**src/rtl/perf_counter_bank.sv**
```systemverilog
// perf_counter_bank: N_CH saturating event counters that freeze on halt, plus a looping
// double-dabble converter presenting the selected channel as packed BCD. PERF_SEG7_EN adds seg.

module perf_cnt_lane #(
  parameter int CW = 32
) (
  input  logic          clk,
  input  logic          reset,
  input  logic          i_en,
  input  logic          i_clr,
  input  logic          i_ev,
  output logic [CW-1:0] o_cnt,
  output logic          o_ovf
);
  logic [CW-1:0] r_cnt;
  logic          r_ovf;

  // Saturating: at all-ones the count holds and the sticky flag latches.
  always_ff @(posedge clk or posedge reset) begin
    if (reset) begin
      r_cnt <= '0;
      r_ovf <= 1'b0;
    end else if (i_clr) begin
      r_cnt <= '0;
      r_ovf <= 1'b0;
    end else if (i_en && i_ev) begin
      if (&r_cnt) r_ovf <= 1'b1;
      else        r_cnt <= r_cnt + 1'b1;
    end
  end

  assign o_cnt = r_cnt;
  assign o_ovf = r_ovf;
endmodule

module perf_counter_bank #(
  parameter  int N_CH   = 4,
  parameter  int CW     = 32,
  parameter  int DIGITS = 6,
  localparam int SW     = (N_CH > 1) ? $clog2(N_CH) : 1
) (
  input  logic                  clk,
  input  logic                  reset,
  input  logic [N_CH-1:0]       ev,
  input  logic                  halt,
  input  logic                  clear,
  input  logic [SW-1:0]         sel,
  output logic                  running,
  output logic [N_CH-1:0]       overflow,
  output logic [4*DIGITS-1:0]   bcd,
  output logic [SW-1:0]         bcd_sel,
  output logic                  bcd_valid
`ifdef PERF_SEG7_EN
  ,
  output logic [7*DIGITS-1:0]   seg
`endif
);
  // Internal BCD register holds every decimal digit a CW-bit value can need.
  localparam int NBD = ((CW + 2) / 3 > DIGITS) ? (CW + 2) / 3 : DIGITS;
  localparam int BW  = 4 * NBD;
  localparam int CBW = $clog2(CW + 1);

  typedef enum logic {RS_RUN, RS_DONE} run_t;
  typedef enum logic [1:0] {CV_LOAD, CV_SHIFT, CV_DONE} cv_t;

  run_t                   r_run_st;
  cv_t                    r_cv_st;
  logic [N_CH-1:0][CW-1:0] w_cnt;
  logic                   w_cnt_en;
  logic [SW-1:0]          w_sel_eff;
  logic [CW-1:0]          w_sel_val;
  logic [CW-1:0]          r_snap;
  logic [SW-1:0]          r_snap_sel;
  logic [BW-1:0]          r_sh;
  logic [BW-1:0]          w_adj;
  logic [CBW-1:0]         r_bit;

  always_ff @(posedge clk or posedge reset) begin
    if (reset) begin
      r_run_st <= RS_RUN;
      running  <= 1'b1;
    end else if (clear) begin
      r_run_st <= RS_RUN;
      running  <= 1'b1;
    end else if (r_run_st == RS_RUN && halt) begin
      r_run_st <= RS_DONE;
      running  <= 1'b0;
    end
  end

  // Events in the halt cycle still count; freezing starts on the following edge.
  assign w_cnt_en = (r_run_st == RS_RUN);

  for (genvar g = 0; g < N_CH; g++) begin : g_lane
    perf_cnt_lane #(.CW(CW)) u_lane (
      .clk   (clk),
      .reset (reset),
      .i_en  (w_cnt_en),
      .i_clr (clear),
      .i_ev  (ev[g]),
      .o_cnt (w_cnt[g]),
      .o_ovf (overflow[g])
    );
  end

  // Out-of-range selects fall back to channel 0.
  always_comb begin
    w_sel_eff = '0;
    w_sel_val = w_cnt[0];
    for (int i = 1; i < N_CH; i++) begin
      if (sel == SW'(i)) begin
        w_sel_eff = SW'(i);
        w_sel_val = w_cnt[i];
      end
    end
  end

  always_comb begin
    w_adj = r_sh;
    for (int d = 0; d < NBD; d++)
      if (r_sh[4*d +: 4] >= 4'd5) w_adj[4*d +: 4] = r_sh[4*d +: 4] + 4'd3;
  end

  always_ff @(posedge clk or posedge reset) begin
    if (reset) begin
      r_cv_st    <= CV_LOAD;
      r_snap     <= '0;
      r_snap_sel <= '0;
      r_sh       <= '0;
      r_bit      <= '0;
      bcd        <= '0;
      bcd_sel    <= '0;
      bcd_valid  <= 1'b0;
    end else begin
      case (r_cv_st)
        CV_LOAD: begin
          r_snap     <= w_sel_val;
          r_snap_sel <= w_sel_eff;
          r_sh       <= '0;
          r_bit      <= '0;
          r_cv_st    <= CV_SHIFT;
        end
        CV_SHIFT: begin
          r_sh   <= BW'({w_adj, r_snap[CW-1]});
          r_snap <= r_snap << 1;
          r_bit  <= r_bit + 1'b1;
          if (r_bit == CBW'(CW - 1)) r_cv_st <= CV_DONE;
        end
        CV_DONE: begin
          bcd       <= r_sh[4*DIGITS-1:0];
          bcd_sel   <= r_snap_sel;
          bcd_valid <= 1'b1;
          r_cv_st   <= CV_LOAD;
        end
        default: r_cv_st <= CV_LOAD;
      endcase
    end
  end

`ifdef PERF_SEG7_EN
  function automatic logic [6:0] seg7(input logic [3:0] d);
    case (d)
      4'd0: seg7 = 7'h40;
      4'd1: seg7 = 7'h79;
      4'd2: seg7 = 7'h24;
      4'd3: seg7 = 7'h30;
      4'd4: seg7 = 7'h19;
      4'd5: seg7 = 7'h12;
      4'd6: seg7 = 7'h02;
      4'd7: seg7 = 7'h78;
      4'd8: seg7 = 7'h00;
      4'd9: seg7 = 7'h10;
      default: seg7 = 7'h7F;
    endcase
  endfunction

  logic w_seen;

  // Blank zeros above the most significant nonzero digit; digit 0 always lit.
  always_comb begin
    seg    = '1;
    w_seen = 1'b0;
    for (int k = DIGITS - 1; k >= 0; k--) begin
      if (bcd[4*k +: 4] != 4'd0) w_seen = 1'b1;
      if (w_seen || k == 0) seg[7*k +: 7] = seg7(bcd[4*k +: 4]);
    end
  end
`endif
endmodule

```
**config.mk**
```make
export PLATFORM = sky130hd
export DESIGN_NAME = perf_counter_bank
export DESIGN_NICKNAME = d
export VERILOG_FILES = /design/src/rtl/perf_counter_bank.sv
export SDC_FILE = /design/constraint.sdc
export NUM_CORES = 1
export LEC_CHECK = 0
export BUFFER_PORTS_ARGS = -buffer_cell sky130_fd_sc_hd__buf_2
export CELL_PAD_IN_SITES_DETAIL_PLACEMENT = 1
export CELL_PAD_IN_SITES_GLOBAL_PLACEMENT = 1
export CORE_MARGIN = 4
export CORE_UTILIZATION = 47
export CTS_CLUSTER_SIZE = 10
export DETAILED_ROUTE_END_ITERATION = 6
export PLACE_DENSITY_LB_ADDON = 0.1
export SETUP_SLACK_MARGIN = 0.02
export SYNTH_ARGS = -nofsm -noshare
export SYNTH_HDL_FRONTEND = slang
export SYNTH_SLANG_ARGS = --single-unit
```
**constraint.sdc**
```tcl
create_clock -name clk -period 19.2 [get_ports clk]
set_clock_uncertainty 0.1 [all_clocks]
set_input_delay 3.84 -clock clk [delete_from_list [all_inputs] [get_ports clk]]
set_output_delay 3.84 -clock clk [all_outputs]
set_load 0.01 [all_outputs]
```
==> impl_results.md <==
- Placed cells: 1575
- DR WL/cell: 21.50 um
- Global-route wire length before repair: 57150 um
- Reg-to-reg endpoint: g_lane[3].u_lane.o_cnt[31]
- Chip height: 169.7 um
- DR pass1 iterations: 5
- Area share of fa/ha/maj cells after synthesis: 0.01731
- Hold WS: 0.3751 ns
- DRC: 0
- Slew Limit Fails: 0
- Synth Register Bits: 227
- Total number of vias: 10130
- Critical Path AT: 5.95 ns
- Worst-path fanout max: 76
- Clock buffer depth: 3
- Cell area after layout: 0.01347 mm^2
- Final GP Congestion: 0.8127
- Die area: 0.02879 mm^2
- Power density of the placed cells: 79.01 mW/mm^2
- PortBufs: 41
- Core ar.: 0.02547 mm^2
- Layout fillers: 2870
- Largest family of logic cells by synthesized area: simple AND/OR/NAND/NOR gates
- Yosys top cell area share: 0.4603
- Worst vdd ir: 0.07131 mV
- Unrepaired setup endpoints after global routing: no
- Syn_area_per_cell: 9.720 um^2
- Initial core utilization: 0.4823
- Tot Pwr: 1064 uW
- Top cells by area, synth: dfrtp_1 46%, mux4_2 5.7%, o21ai_0 5.1%
- Slew @ Worst Pin: 1.237 ns
- Initial antenna violation count: 0
- Setup bufs post-CTS: 0
- Worst r2r src: g_lane[3].u_lane.o_cnt[14]
- Maxcap violations: 0
- Post-Synth XOR/XNOR Area: 0.02709
- Hold Vio Cnt, Final: 0
- Setup TNS: 0 ns
- Pin count of the biggest net entering global routing: 127
- Antenna diode count: 0
- Crit path kind: input port to register
- Setup slack, reg-to-reg: 16.06 ns
- Row count: 58
- Crit end category: register
- Count leader, synth: dfrtp_1
- Fmax: 177.6 MHz
- Root Buffer: clkbuf_16
- CP endpoint: g_lane[3].u_lane.o_cnt[20]
- GRT Util Overall: 0.2436
- Synthesized netlist cell count: 1264
- FF-to-FF path depth: 5
- Mux share of post-synthesis cell area: 0.1124
- Clock Sink Count: 227
- Most frequent cells after synthesis: 226 x dfrtp_1, 126 x nand2_1, 126 x o21ai_0
- Register Area: 0.005684 mm^2
- HP Class: register to register
- Resize count post-CTS: 0
- Post-Layout Cell Count: 1619
- Vias in the first global route: 10440
- Hold_sp: bcd[0]
- Synth Area in Compound Gates: 0.1388
- H-tree depth: 1
- Worst-path clk slew: 0.05 ns
- Final setup vio count: 0
- Top FF cell, synth: dfrtp_1
- CTS tree: done
- Tcrit/Tclk final: 0.2933
- Synth cell types: 58
- Critical path required time: 19.52 ns
- IO Count: 42
- Insertion delay to the later sink of the worst-skew pair: 0.54 ns
- Final ANT Viol Nets: 0
- Post-CTS Hold Buffers: 0
- Multi-input gate area: 0.006188 mm^2
- Slew HR: 0.1688
- Leakage power: 0.005589 uW
- Ys Warns: 0
- Worst setup SP type: input port
- Post-synthesis sequential area ratio: 0.4625
- Chip width: 169.7 um
- DPL Wire Length: 24040 um
- Final min period: 5.631 ns
- Dpl cell area: 0.01271 mm^2
- EDFF count, synth: 0
- Starting DRT DRC Count: 651
- Status: finished, final reports clean
- Critical path startpoint: clear
- Synth Area in Simple Gates: 0.2081
- GRT overflow: 0
- DR vias/cell: 6.258
- Ys async rst share: 1.000
- Yosys top cell by area: dfrtp_1
- Synthesized net count: 1291
- Synthesized cell area: 0.01229 mm^2
- Area grow syn2layout: 9.655%
- Wirelength, routed: 34800 um
- Total CTS buffers: 27
- Share of post-route cells with drive strength above 1: 0.1272
- Final nets: 1301
## cells by family after synthesis
logic type | count (synthesis)
AND/OR/NAND/NOR | 485
AO/OA/AOI/OAI | 298
flip-flops | 227
buffers and inverters | 105
multiplexers | 94
XOR/XNOR | 38
adder cells (fa/ha/maj) | 17
## final cells by class
class | instances | area share
Clock buffer | 43 | 0.05610
Clock inverter | 1 | 0.0006501
Inverter | 35 | 0.01031
Multi-Input combinational cell | 932 | 0.4594
Sequential cell | 227 | 0.4219
Tap cell | 330 | 0.03065
Timing Repair Buffer | 51 | 0.02099
## power by group
| group | internal, uW | switching, uW | total, uW |
|---|---|---|---|
| Combinational | 33.5 | 51.5 | 85.0 |
| Sequential | 502 | 13.6 | 516 |
| Clock | 266 | 198 | 464 |
## metal layers
metal,vias to the layer above,part of all wire,GRT usage
li1,4648,-,-
met1,5228,0.45,0.3342
met2,195,0.49,0.4100
met3,61,0.043,0.03284
met4,0,0.026,0.06405
met5,-,0,0
## sequential cells by signal, summed over array words and instances (netlist names)
| signal | flops |
|---|---|
| bcd | 24 |
| r_bit | 6 |
| bcd_sel | 2 |
| r_snap | 32 |
| r_run_st | 1 |
| bcd_valid | 1 |
| g_lane.u_lane.o_ovf | 4 |
| r_cv_st | 2 |
| running | 1 |
| r_snap_sel | 2 |
| g_lane.u_lane.o_cnt | 128 |
| r_sh | 24 |
## layout by cell type (no fill, tap or decap), types with 15 or more instances in the layout
cell,Yosys,final
dfrtp_1,226,224
nand2_1,126,126
o21ai_0,126,126
a21oi_1,100,100
nor2_1,81,81
or3_1,59,59
buf_2,4,40
nand3_1,39,39
nand4_1,35,35
inv_1,35,34
mux2i_1,33,33
mux4_2,31,31
o31ai_1,30,30
mux2_2,29,29
clkbuf_16,0,27
nor3_1,24,24
or4_1,23,23
xnor2_1,20,20
nor2b_1,18,18
xor2_1,18,18
ha_1,17,17
nand2b_1,16,16
nor4_1,15,15
## through the flow
step,util,setup WS [ns]
after floorplan,-,9.042
after global placement,0.4989,13.05
after detailed placement,0.4989,13.02
after CTS,0.5289,13.60
after global routing,0.5289,13.46
final,0.5289,13.57
## worst max-delay path, cell delays in order
cell and delay (ns):
buf_4 0.34, buf_4 0.49, buf_4 0.73, nor2b_1 0.11, mux2_2 0.29
## how the worst min path moves through the flow
stage	cells past startpoint	slack, ns	to
6_report	2	0.38	bcd[0]
5_1_grt	1	0.41	bcd[6]
4_1_cts	2	0.38	bcd[0]
3_5_place_dp	1	0.37	bcd_valid
3_3_place_gp	1	0.35	bcd_valid
2_1_floorplan	2	0.35	r_snap[10]
Power figures use the tool's default switching activity.
